<file path="src/rtl/global_ts_sync_ctrl.sv">
// global_ts_sync_ctrl: periodic global timestamp synchronisation controller.
// Every PERIOD enabled cycles a round starts. It requests timestamps from the
// participating ports and reduces the captured ones to a maximum, then
// publishes that maximum as global_ts with a one-cycle global_vld strobe.
// Optional build macro GTS_MONOTONIC_EN: the published value is never smaller
// than the previous global_ts.
module global_ts_sync_ctrl #(
    parameter int unsigned TS_W    = 53,
    parameter int unsigned PERIOD  = 16,
    parameter int unsigned TIMEOUT = 8
) (
    input  logic            clock,
    input  logic            reset_n,
    input  logic            enable,
    input  logic [3:0]      port_mask,
    input  logic            err_clr,
    input  logic [3:0]      ts_vld,
    input  logic [TS_W-1:0] ts0,
    input  logic [TS_W-1:0] ts1,
    input  logic [TS_W-1:0] ts2,
    input  logic [TS_W-1:0] ts3,
    output logic [3:0]      ts_req,
    output logic [TS_W-1:0] global_ts,
    output logic            global_vld,
    output logic            busy,
    output logic [3:0]      timeout_err,
    output logic            overrun
);

    localparam int unsigned PW = (PERIOD > 1) ? $clog2(PERIOD) : 1;
    localparam int unsigned CW = $clog2(TIMEOUT) + 1;

    localparam logic [1:0] IDLE    = 2'd0;
    localparam logic [1:0] COLLECT = 2'd1;
    localparam logic [1:0] REDUCE  = 2'd2;
    localparam logic [1:0] PUBLISH = 2'd3;

    logic [1:0]      state_q, state_d;
    logic [PW-1:0]   period_cnt_q, period_cnt_d;
    logic            wrap;
    logic [3:0]      mask_q, mask_d;
    logic [3:0]      captured_q, captured_d;
    logic [3:0]      ts_req_d, timeout_err_d;
    logic [CW-1:0]   coll_cnt_q, coll_cnt_d;
    logic [1:0]      slot_q, slot_d;
    logic [TS_W-1:0] ts_in [4];
    logic [TS_W-1:0] ts_cap_q [4];
    logic [TS_W-1:0] ts_cap_d [4];
    logic [TS_W-1:0] max_q, max_d, global_ts_d;
    logic            found_q, found_d, global_vld_d, overrun_d;

    assign busy = (state_q != IDLE);

    // Gather the per-port timestamp inputs into an indexable array
    always_comb begin
        ts_in[0] = ts0;
        ts_in[1] = ts1;
        ts_in[2] = ts2;
        ts_in[3] = ts3;
    end

    // Period counter, round FSM, capture, reduction and sticky error flags
    always_comb begin
        wrap         = enable && (period_cnt_q == PW'(PERIOD - 1));
        period_cnt_d = (!enable || wrap) ? '0 : period_cnt_q + 1'b1;

        state_d       = state_q;
        mask_d        = mask_q;
        captured_d    = captured_q;
        ts_req_d      = ts_req;
        coll_cnt_d    = coll_cnt_q;
        slot_d        = slot_q;
        ts_cap_d      = ts_cap_q;
        max_d         = max_q;
        found_d       = found_q;
        global_ts_d   = global_ts;
        global_vld_d  = 1'b0;
        // Clear first so a same-edge set below wins over err_clr
        timeout_err_d = err_clr ? 4'b0 : timeout_err;
        overrun_d     = err_clr ? 1'b0 : overrun;

        case (state_q)
            IDLE: begin
                if (wrap) begin
                    mask_d     = port_mask;
                    captured_d = '0;
                    coll_cnt_d = '0;
                    slot_d     = '0;
                    found_d    = 1'b0;
                    max_d      = '0;
                    // An empty mask is a null round: stay idle, publish nothing
                    if (port_mask != 4'b0) begin
                        state_d  = COLLECT;
                        ts_req_d = port_mask;
                    end
                end
            end
            COLLECT: begin
                for (int i = 0; i < 4; i++) begin
                    if (ts_req[i] && ts_vld[i]) begin
                        captured_d[i] = 1'b1;
                        ts_cap_d[i]   = ts_in[i];
                    end
                end
                if (captured_d == mask_q || coll_cnt_q == CW'(TIMEOUT - 1)) begin
                    timeout_err_d = timeout_err_d | (mask_q & ~captured_d);
                    ts_req_d      = '0;
                    state_d       = REDUCE;
                end else begin
                    ts_req_d   = mask_q & ~captured_d;
                    coll_cnt_d = coll_cnt_q + 1'b1;
                end
            end
            REDUCE: begin
                // One slot per cycle; uncaptured slots never contribute
                if (captured_q[slot_q] && (!found_q || ts_cap_q[slot_q] > max_q)) begin
                    max_d   = ts_cap_q[slot_q];
                    found_d = 1'b1;
                end
                slot_d = slot_q + 1'b1;
                if (slot_q == 2'd3) begin
                    state_d = PUBLISH;
                end
            end
            PUBLISH: begin
                if (found_q) begin
`ifdef GTS_MONOTONIC_EN
                    global_ts_d = (global_ts > max_q) ? global_ts : max_q;
`else
                    global_ts_d = max_q;
`endif
                    global_vld_d = 1'b1;
                end
                state_d = IDLE;
            end
            default: state_d = IDLE;
        endcase

        // A period boundary that finds a round still running is an overrun
        if (wrap && state_q != IDLE) begin
            overrun_d = 1'b1;
        end
    end

    // State registers with synchronous active-low reset
    always_ff @(posedge clock) begin
        if (!reset_n) begin
            state_q      <= IDLE;
            period_cnt_q <= '0;
            mask_q       <= '0;
            captured_q   <= '0;
            coll_cnt_q   <= '0;
            slot_q       <= '0;
            max_q        <= '0;
            found_q      <= 1'b0;
            ts_req       <= '0;
            global_ts    <= '0;
            global_vld   <= 1'b0;
            timeout_err  <= '0;
            overrun      <= 1'b0;
            for (int i = 0; i < 4; i++) begin
                ts_cap_q[i] <= '0;
            end
        end else begin
            state_q      <= state_d;
            period_cnt_q <= period_cnt_d;
            mask_q       <= mask_d;
            captured_q   <= captured_d;
            coll_cnt_q   <= coll_cnt_d;
            slot_q       <= slot_d;
            max_q        <= max_d;
            found_q      <= found_d;
            ts_req       <= ts_req_d;
            global_ts    <= global_ts_d;
            global_vld   <= global_vld_d;
            timeout_err  <= timeout_err_d;
            overrun      <= overrun_d;
            for (int i = 0; i < 4; i++) begin
                ts_cap_q[i] <= ts_cap_d[i];
            end
        end
    end

endmodule
</file>
<file path="config.mk">
export PLATFORM = sky130hd
export DESIGN_NAME = global_ts_sync_ctrl
export DESIGN_NICKNAME = d
export VERILOG_FILES = /design/src/rtl/global_ts_sync_ctrl.sv
export SDC_FILE = /design/constraint.sdc
export NUM_CORES = 1
export LEC_CHECK = 0
export CORE_AREA = 2 2 186 188
export DETAILED_ROUTE_END_ITERATION = 10
export DIE_AREA = 0 0 188 190
export PLACE_DENSITY = 0.76
export SYNTH_ARGS = -nofsm -noshare
export SYNTH_HDL_FRONTEND = slang
export SYNTH_SLANG_ARGS = --single-unit
</file>
<file path="constraint.sdc">
create_clock -name clock -period 11.9 [get_ports clock]
set_clock_uncertainty 0.2 [all_clocks]
set_input_delay 1.19 -clock clock [delete_from_list [all_inputs] [get_ports clock]]
set_output_delay 1.19 -clock clock [all_outputs]
set_load 0.05 [all_outputs]
</file>
==> results of run 1 <==
-- cell usage after synthesis (14+ instances only) --
| master | count | area (µm²) |
|---|---|---|
| inv_1 | 61 | 229 |
| mux4_2 | 54 | 1220 |
| nand4_1 | 14 | 87.6 |
| dfxtp_1 | 349 | 6990 |
| a21oi_1 | 200 | 1000 |
| a21boi_0 | 98 | 736 |
| a22o_1 | 53 | 464 |
| nor2_1 | 19 | 71.3 |
| ha_1 | 65 | 813 |
| clkbuf_1 | 90 | 338 |
| nand2_1 | 562 | 2110 |
| nand3_1 | 16 | 80.1 |
-- power breakdown --
| group | internal (W) | switching (W) | leakage (nW) |
|---|---|---|---|
| Sequential | 0.00117 | 0.000000440 | 2.81 |
| Clock | 0.000717 | 0.000476 | 0.620 |
| Combinational | 0.0000720 | 0.0000417 | 3.30 |
-- cell families after synthesis --
logic type,after synthesis,synth area share (%)
compound gates,390,16.7
xor+xnor,5,0.293
fa+ha+maj,65,5.43
buf+inv,173,4.69
flops,349,46.7
mux,60,8.54
simple gates,652,17.7
-- registers in the layout (all words and copies together) (netlist names) --
| name | count |
|---|---|
| max_q | 53 |
| overrun | 1 |
| ts_req | 4 |
| mask_q | 4 |
| timeout_err | 4 |
| coll_cnt_q | 4 |
| slot_q | 2 |
| global_ts | 53 |
| global_vld | 1 |
| captured_q | 4 |
| period_cnt_q | 4 |
| state_q | 2 |
| ts_cap_q | 212 |
| found_q | 1 |
-- critical path, delay by kind of cell, from the launching register on --
family	cells	cell delay, ns
adder cells (fa/ha/maj)	1	0.35
buffers and inverters	2	1.13
flip-flops	1	0.70
AO/OA/AOI/OAI	3	1.31
multiplexers	1	0.61
AND/OR/NAND/NOR	3	0.89
-- area by class of cell --
type,count,area (µm²),area share [%]
timing repair buffer,299,2960,15.3
clock inverter,15,191,0.991
inverter,61,234,1.21
tap,455,569,2.95
clock buffer,51,1070,5.53
multi-input combinational,1172,7310,37.8
sequential,349,6990,36.2
-- path summary, 6_finish.rpt --
check / from / end / slack (ns) / cells past startpoint
max: slot_q[1] / max_q[33] / 6.59 / 10
min reg2reg: global_ts[32] / global_ts[32] / 0.25 / 2
max reg2reg: slot_q[1] / max_q[33] / 6.59 / 10
min: global_ts[32] / global_ts[32] / 0.25 / 2
-- metrics by stage --
stage	hold WS, ns	area, µm²
finish	0.253	19300
global route	0.263	19300
CTS	0.253	19300
detailed placement	0.241	18100
global placement	0.230	18100
floorplan	0.218	15000
-- layer usage --
layer | part of all wire [%] | global-route usage, % | wire length [µm]
met5 | 0 | 0 | 0
met4 | 3.7 | 9.66 | 1650
met3 | 6.8 | 3.82 | 3060
met2 | 48 | 42.1 | 21500
met1 | 41 | 30.7 | 18600
==> summary.md, run 1 <==
| Metric | Value |
|---|---|
| Iter 0 DRT Violations | 892 |
| # DRC | 0 |
| Startpoint types | register |
| Critical Path, Cell by Cell | buf_4, mux4_2, ha_1, nand4_1, nor4_2, nand4_1, o211a_1, o31ai_4, buf_4, a22o_1 |
| Pwr Density | 128 nW/µm² |
| Setup WS post-layout | 6.59 ns |
| Sink Count | 349 |
| Endpoints failing setup | 0 |
| Fin util | 56.9% |
| Layout Cells excl Fill | 2402 |
| Critical Path AT | 5.57 ns |
| Slowest CP cell | o31ai_4 |
| DIE AREA | 35700 µm² |
| CP Class | reg -> reg |
| Clk buf depth | 3 |
| Post-CTS Resized | 0 |
| First-pass GRT wire length | 68.9 mm |
| Placed insts | 2336 |
| Clock transition at path regs | 0.06 ns |
| CTS Root Cell | clkbuf_16 |
| Hold Crit Class | reg -> reg |
| Io pins | 288 |
| Num CTS Buffers | 37 |
| Synthesized area per cell | 8.84 µm² |
| Layout cell share with drive strength beyond 1 | 7.81% |
| Vias | 13100 |
| Commonest non-fill, non-tap cell in the layout | nand2_1 |
| RSZ-0062 raised after global routing | false |
| Final #Nets | 2209 |
| DR pass1 iterations | 5 |
| Relative slew slack | 20.2% |
| Area Growth Syn to Fin | 29.1% |
| Maximum clock frequency | 188 MHz |
| Hpwl dp | 30.5 mm |
| Fin. max-slew vios | 0 |
| Outcome | finished, final reports clean |
| Die height | 190 µm |
| Netlist cell types | 44 |
| IO Port Bufs | 287 |
| Maximum fanout along the worst path | 33 |
| Routed length per placed instance | 18.7 µm |
| Ys Warns | 0 |
| Synthesized net count | 1983 |
| Total number of H-tree levels | 2 |
| Antenna Nets Post-Route | 0 |
| # fillers | 2902 |
| Number of setup buffers added after CTS | 0 |
| Cell Area, Synth | 15000 µm² |
| Post-synth EDFFs | 0 |
| Worst slew pin tran | 1.20 ns |
| Antenna cells | 0 |
| Initial Utilization | 44.1% |
| Max incr delay on CP | 0.87 ns |
| Register bit total from synthesis | 349 |
| Design Power | 0.00248 W |
| Core ar. | 33900 µm² |
| Final period util | 44.6% |
| Hold Violations, Final | 0 |
| Leakage | 6.73 nW |
| Post-synth ARST share | 0% |
| GP Congestion | 0.851 |
| CTS tree | built |
| Std-Cell Rows | 68 |
| Min Tclk post-route | 5.31 ns |
| Clk_lat worst skew | 0.53 ns |
| Max Cap Viol | 0 |
| Pre-CTS WS | 6.56 ns |
| Die Wd | 188 µm |
| Max IR drop VDD | 83.9 µV |
| DR vias/cell | 5.45 |
| Worst Setup End Kind | register |
| Largest net degree at the start of global routing | 111 |
| Overflow after GRT | 0 |
| Initial antenna violation count | 0 |
| Post-cts hold buffer count | 0 |
| All-Layer GR Usage | 24.4% |
| Seq/Total Area, Yosys | 46.7% |
| Synth Flop Type | dfxtp_1 |
| Setup TNS | 0 ns |
| Syn Inst Count | 1694 |
| Most frequent cells in the layout | 561 x nand2_1, 347 x dfxtp_1, 286 x clkdlybuf4s50_1, 200 x a21oi_1, 98 x a21boi_0 |
| Number of global-route vias before repair | 13000 |
| Total routed wirelength | 44.8 mm |
| WP data required | 12.16 ns |
Power figures use the tool's default switching activity.
==> run 2: changes to the inputs <==
- PLACE_DENSITY: 0.76 -> 0.79
- clock period: 11.9 -> 4.7 ns (I/O delays scaled with it)
==> run 2 against run 1 <==
Worst hold slack got worse by 0.00083 ns. Sequential share of layout area grew 0.15 points. Count of clock-buffer cells in the layout rose by 7. Wire length increased by 0.19%. Final cell count hardly changed. Die area is the same. Largest cell class unchanged. Largest power group is now sequential cells. Highest routed layer unchanged.
==> summary.md, run 2 (synthesis gave the netlist of run 1 again) <==
| Metric | Value |
|---|---|
| Max IR drop VDD | 252 µV |
| Post-cts hold buffer count | 0 |
| Worst Setup End Kind | register |
| Hold Crit Class | reg -> reg |
| Num CTS Buffers | 36 |
| Final #Nets | 2211 |
| Total number of H-tree levels | 2 |
| Finished Cell Area | 19200 µm² |
| Clock transition at path regs | 0.06 ns |
| Design Power | 0.00597 W |
| Endpoints failing setup | 0 |
| Worst reg2reg path startpoint | slot_q[0] |
| Number of flip-flops under the largest register name | 212 |
| CP Class | reg -> reg |
| Layout cell share with drive strength beyond 1 | 7.40% |
| Overflow after GRT | 0 |
| Hpwl dp | 31.2 mm |
| First-pass GRT wire length | 69.8 mm |
| Min Tclk post-route | 4.31 ns |
| Clk_lat worst skew | 0.51 ns |
| DR vias/cell | 5.43 |
| Std-Cell Rows | 68 |
| GP Congestion | 0.825 |
| All-Layer GR Usage | 24.7% |
| Iter 0 DRT Violations | 984 |
| Flop2flop setup slack | 0.39 ns |
| Most frequent cells in the layout | 561 x nand2_1, 347 x dfxtp_1, 286 x clkdlybuf4s50_1, 200 x a21oi_1, 98 x a21boi_0 |
| Area Growth Syn to Fin | 28.6% |
| Leakage | 6.68 nW |
| Hold Violations, Final | 0 |
| Vias | 13000 |
| Total routed wirelength | 44.9 mm |
| Outcome | finished, final reports clean |
| CTS Root Cell | clkbuf_16 |
| IO Port Bufs | 287 |
| Maximum clock frequency | 232 MHz |
| Startpoint types | register |
| Final period util | 91.7% |
| Worst hold start | global_ts[29] |
| DR pass1 iterations | 7 |
| Critical Path AT | 4.54 ns |
| Die height | 190 µm |
| Max Cap Viol | 0 |
| Clk buf depth | 3 |
| DIE AREA | 35700 µm² |
| Regs by FF count | ts_cap_q x212, global_ts x53, max_q x53 |
| Sink Count | 349 |
| Worst slew pin tran | 1.24 ns |
| Fin. max-slew vios | 0 |
| Initial antenna violation count | 1 |
| CTS tree | built |
| Most flop-heavy register | ts_cap_q |
| Routed length per placed instance | 18.7 µm |
| Antenna Nets Post-Route | 0 |
| Crit path from | slot_q[0] |
| Initial Utilization | 44.1% |
| RSZ-0062 raised after global routing | false |
| WP data required | 4.94 ns |
| Commonest non-fill, non-tap cell in the layout | nand2_1 |
| Io pins | 288 |
| Area post-placement | 18100 µm² |
| Largest net degree at the start of global routing | 151 |
| # DRC | 0 |
| Relative slew slack | 17.1% |
| Maximum fanout along the worst path | 54 |
| Number of global-route vias before repair | 13300 |
| Number of setup buffers added after CTS | 0 |
| Core ar. | 33900 µm² |
| Die Wd | 188 µm |
| Setup TNS | 0 ns |
| Post-CTS Resized | 0 |
| Pwr Density | 310 nW/µm² |
run 2: cell count changes in the layout (fill, tap and decap cells not counted), moves of 2 or more:
cell,before,now
clkbuf_1,5,11
bufinv_16,4,0
inv_6,4,1
clkinvlp_4,2,0
buf_12,0,3
clkinv_2,6,3
run 2: final cells by class:
type | instances | area, µm²
Inverter | 61 | 234
Sequential cell | 349 | 6990
Tap cell | 455 | 569
Multi-Input combinational cell | 1172 | 7310
Fill cell | 2897 | 14700
Antenna cell | 1 | 2.50
Timing Repair Buffer | 302 | 3020
Clock inverter | 3 | 15.0
Clock buffer | 58 | 1100
run 2: final timing paths:
path,end,cells after the start
min,global_ts[29],2
min reg2reg,global_ts[29],2
max,max_q[0],10
max reg2reg,max_q[0],10
run 2: layer usage:
| layer | up-vias | GRT usage (%) | routed length (µm) |
|---|---|---|---|
| met5 | - | 0 | 0 |
| met4 | 0 | 13.6 | 2470 |
| met3 | 137 | 4.35 | 2900 |
| met2 | 503 | 41.5 | 21200 |
| met1 | 6188 | 30.2 | 18300 |
| li1 | 6215 | - | - |
run 2: report_power, final:
| part | total [W] | switching [W] | internal, W | leakage, nW |
|---|---|---|---|---|
| sequential | 0.00296 | 0.00000126 | 0.00296 | 2.81 |
| clock | 0.00272 | 0.00112 | 0.00160 | 0.553 |
| combinational | 0.000290 | 0.000106 | 0.000183 | 3.32 |
| total | 0.00597 | 0.00123 | 0.00474 | 6.68 |
run 2: worst max-delay path, cell delays in order (launching register included):
cell and delay (ns):
dfxtp_2 0.70, buf_4 0.33, mux4_2 0.34, ha_1 0.33
nand4_1 0.18, nor4_2 0.47, nand2_1 0.09, nand4_1 0.10
o211a_1 0.21, o2111a_2 1.00, a22o_1 0.26
run 2: stage by stage:
step | utilization, % | std cells | worst slack [ns] | hold slack, ns
after floorplan | - | 1694 | 0.935 | 0.218
after global placement | 53.4 | 2339 | 0.508 | 0.230
after detailed placement | 53.4 | 2339 | 0.402 | 0.246
after CTS | 56.7 | 2400 | 0.370 | 0.254
after global routing | 56.7 | 2401 | 0.171 | 0.267
final | 56.7 | 2401 | 0.391 | 0.252
==> run 3: changes to the inputs <==
- SLEW_MARGIN: not set -> 20
==> run 3 against run 2 <==
Sequential cell count is the same. Clock power grew 5%. Fmax grew 5.6%. Largest cell class unchanged. Largest power group unchanged. Highest routed layer unchanged.
==> summary.md, run 3 (synthesis gave the netlist of run 1 again) <==
| Metric | Value |
|---|---|
| Maximum fanout along the worst path | 31 |
| Startpoint types | register |
| WP buf/inv | 2 |
| First-pass GRT wire length | 69.9 mm |
| DR pass1 iterations | 8 |
| Fin util | 57.0% |
| CTS Root Cell | clkbuf_16 |
| Pint | 0.00485 W |
| CP Class | reg -> reg |
| Number of flip-flops under the largest register name | 212 |
| Leakage | 6.75 nW |
| Most flop-heavy register | ts_cap_q |
| Fin. max-slew vios | 0 |
| Initial antenna violation count | 1 |
| Critical Path, Cell by Cell | buf_4, mux4_2, ha_1, nand4_1, nor4_2, nand2_1, nand4_1, o211a_1, o2111a_2, buf_16, a22o_1 |
| WP data required | 4.95 ns |
| Crit path top cell by count | nand4_1 |
| Core ar. | 33900 µm² |
| Total routed wirelength | 44.9 mm |
| GP Congestion | 0.825 |
| Maximum clock frequency | 245 MHz |
| Seq pwr share | 48.5% |
| Largest net degree at the start of global routing | 151 |
| Pwr Density | 315 nW/µm² |
| CP endpoint | max_q[39] |
| Gate power share | 4.8% |
| Min Hold Slack | 0.251 ns |
| Num CTS Buffers | 37 |
| Crit path from | slot_q[0] |
| Sw frac | 20.5% |
| Die height | 190 µm |
| Flop2flop setup slack | 0.62 ns |
| Outcome | finished, final reports clean |
| Io pins | 288 |
| Max incr delay on CP | 0.70 ns |
| Vias | 13100 |
| Clock share of power | 46.8% |
| Regs by FF count | ts_cap_q x212, global_ts x53, max_q x53 |
| Hold Crit Class | reg -> reg |
| Hold Violations, Final | 0 |
| CTS tree | built |
| Final period util | 86.8% |
| Post-CTS Resized | 0 |
| Antenna Nets Post-Route | 0 |
| Sw power | 0.00125 W |
| Worst reg2reg path depth | 11 |
| Overflow after GRT | 0 |
| Routed length per placed instance | 18.7 µm |
| Worst path depth | 11 |
| Critical Path AT | 4.34 ns |
| # DRC | 0 |
| Initial Utilization | 44.1% |
| Setup TNS | 0 ns |
| Max Cap Viol | 0 |
| IO Port Bufs | 287 |
| Hpwl dp | 31.4 mm |
| Reg-to-reg critical path endpoint | max_q[39] |
| Final #Nets | 2214 |
| Endpoints failing setup | 0 |
| Iter 0 DRT Violations | 837 |
| Clk buf depth | 3 |
| Max IR drop VDD | 203 µV |
| Min Tclk post-route | 4.08 ns |
| Worst hold start | period_cnt_q[0] |
| DR vias/cell | 5.47 |
| Relative slew slack | 30.6% |
| Worst Setup End Kind | register |
| Die Wd | 188 µm |
| Area post-placement | 18100 µm² |
| Clock transition at path regs | 0.06 ns |
| RSZ-0062 raised after global routing | false |
| Clk_lat worst skew | 0.51 ns |
| Worst reg2reg path startpoint | slot_q[0] |
| Layout cell share with drive strength beyond 1 | 7.66% |
| Number of setup buffers added after CTS | 0 |
| Commonest non-fill, non-tap cell in the layout | nand2_1 |
| Number of global-route vias before repair | 13400 |
| DIE AREA | 35700 µm² |
| Worst slew pin tran | 1.04 ns |
| Sink Count | 349 |
| All-Layer GR Usage | 24.6% |
| Area Growth Syn to Fin | 29.3% |
| Design Power | 0.00611 W |
| Total number of H-tree levels | 2 |
| Slowest CP cell | dfxtp_2 |
| Std-Cell Rows | 68 |
| Finished Cell Area | 19400 µm² |
| Cell family with most CP delay | compound AO/OA/AOI/OAI gates |
| Most frequent cells in the layout | 561 x nand2_1, 347 x dfxtp_1, 286 x clkdlybuf4s50_1, 200 x a21oi_1, 98 x a21boi_0 |
| Post-cts hold buffer count | 0 |
run 3: worst min-delay path by stage:
stage          slack, ns               to  depth (start not counted)
2_1_floorplan       0.22  period_cnt_q[0]                          1
3_3_place_gp        0.23  period_cnt_q[0]                          1
3_5_place_dp        0.24  period_cnt_q[0]                          1
4_1_cts             0.25    global_ts[30]                          2
5_1_grt             0.27  period_cnt_q[0]                          1
6_report            0.25  period_cnt_q[0]                          1
run 3: metrics by stage:
step	worst slack, ns	instances
floorplan	0.935	1694
global placement	0.508	2339
detailed placement	0.398	2340
CTS	0.370	2400
global route	0.418	2402
finish	0.618	2402
run 3: power by group through the flow:
stage               Clock (W)  Sequential, W  Combinational [W]
global route          0.00301        0.00296           0.000303
finish                0.00286        0.00296           0.000290
CTS                   0.00289        0.00296           0.000289
detailed placement          0        0.00303           0.000287
floorplan                   0        0.00303          0.0000681
global placement            0        0.00303           0.000287
run 3: final cells by class:
type | instances | area (µm²)
diodes | 1 | 2.50
flip-flops and latches | 349 | 6990
inverters | 61 | 236
repair buffers | 304 | 3070
multi-input cells | 1172 | 7320
fillers | 2840 | 14600
clock buffers | 51 | 1050
well taps | 455 | 569
clock inverters | 9 | 120
run 3: routing by layer:
metal / vias up / global-route usage, % / routed length [µm]
met5: - / 0 / 0
met4: 0 / 13.4 / 2480
met3: 147 / 4.26 / 3090
met2: 535 / 41.2 / 21100
met1: 6240 / 30.2 / 18200
li1: 6224 / - / -
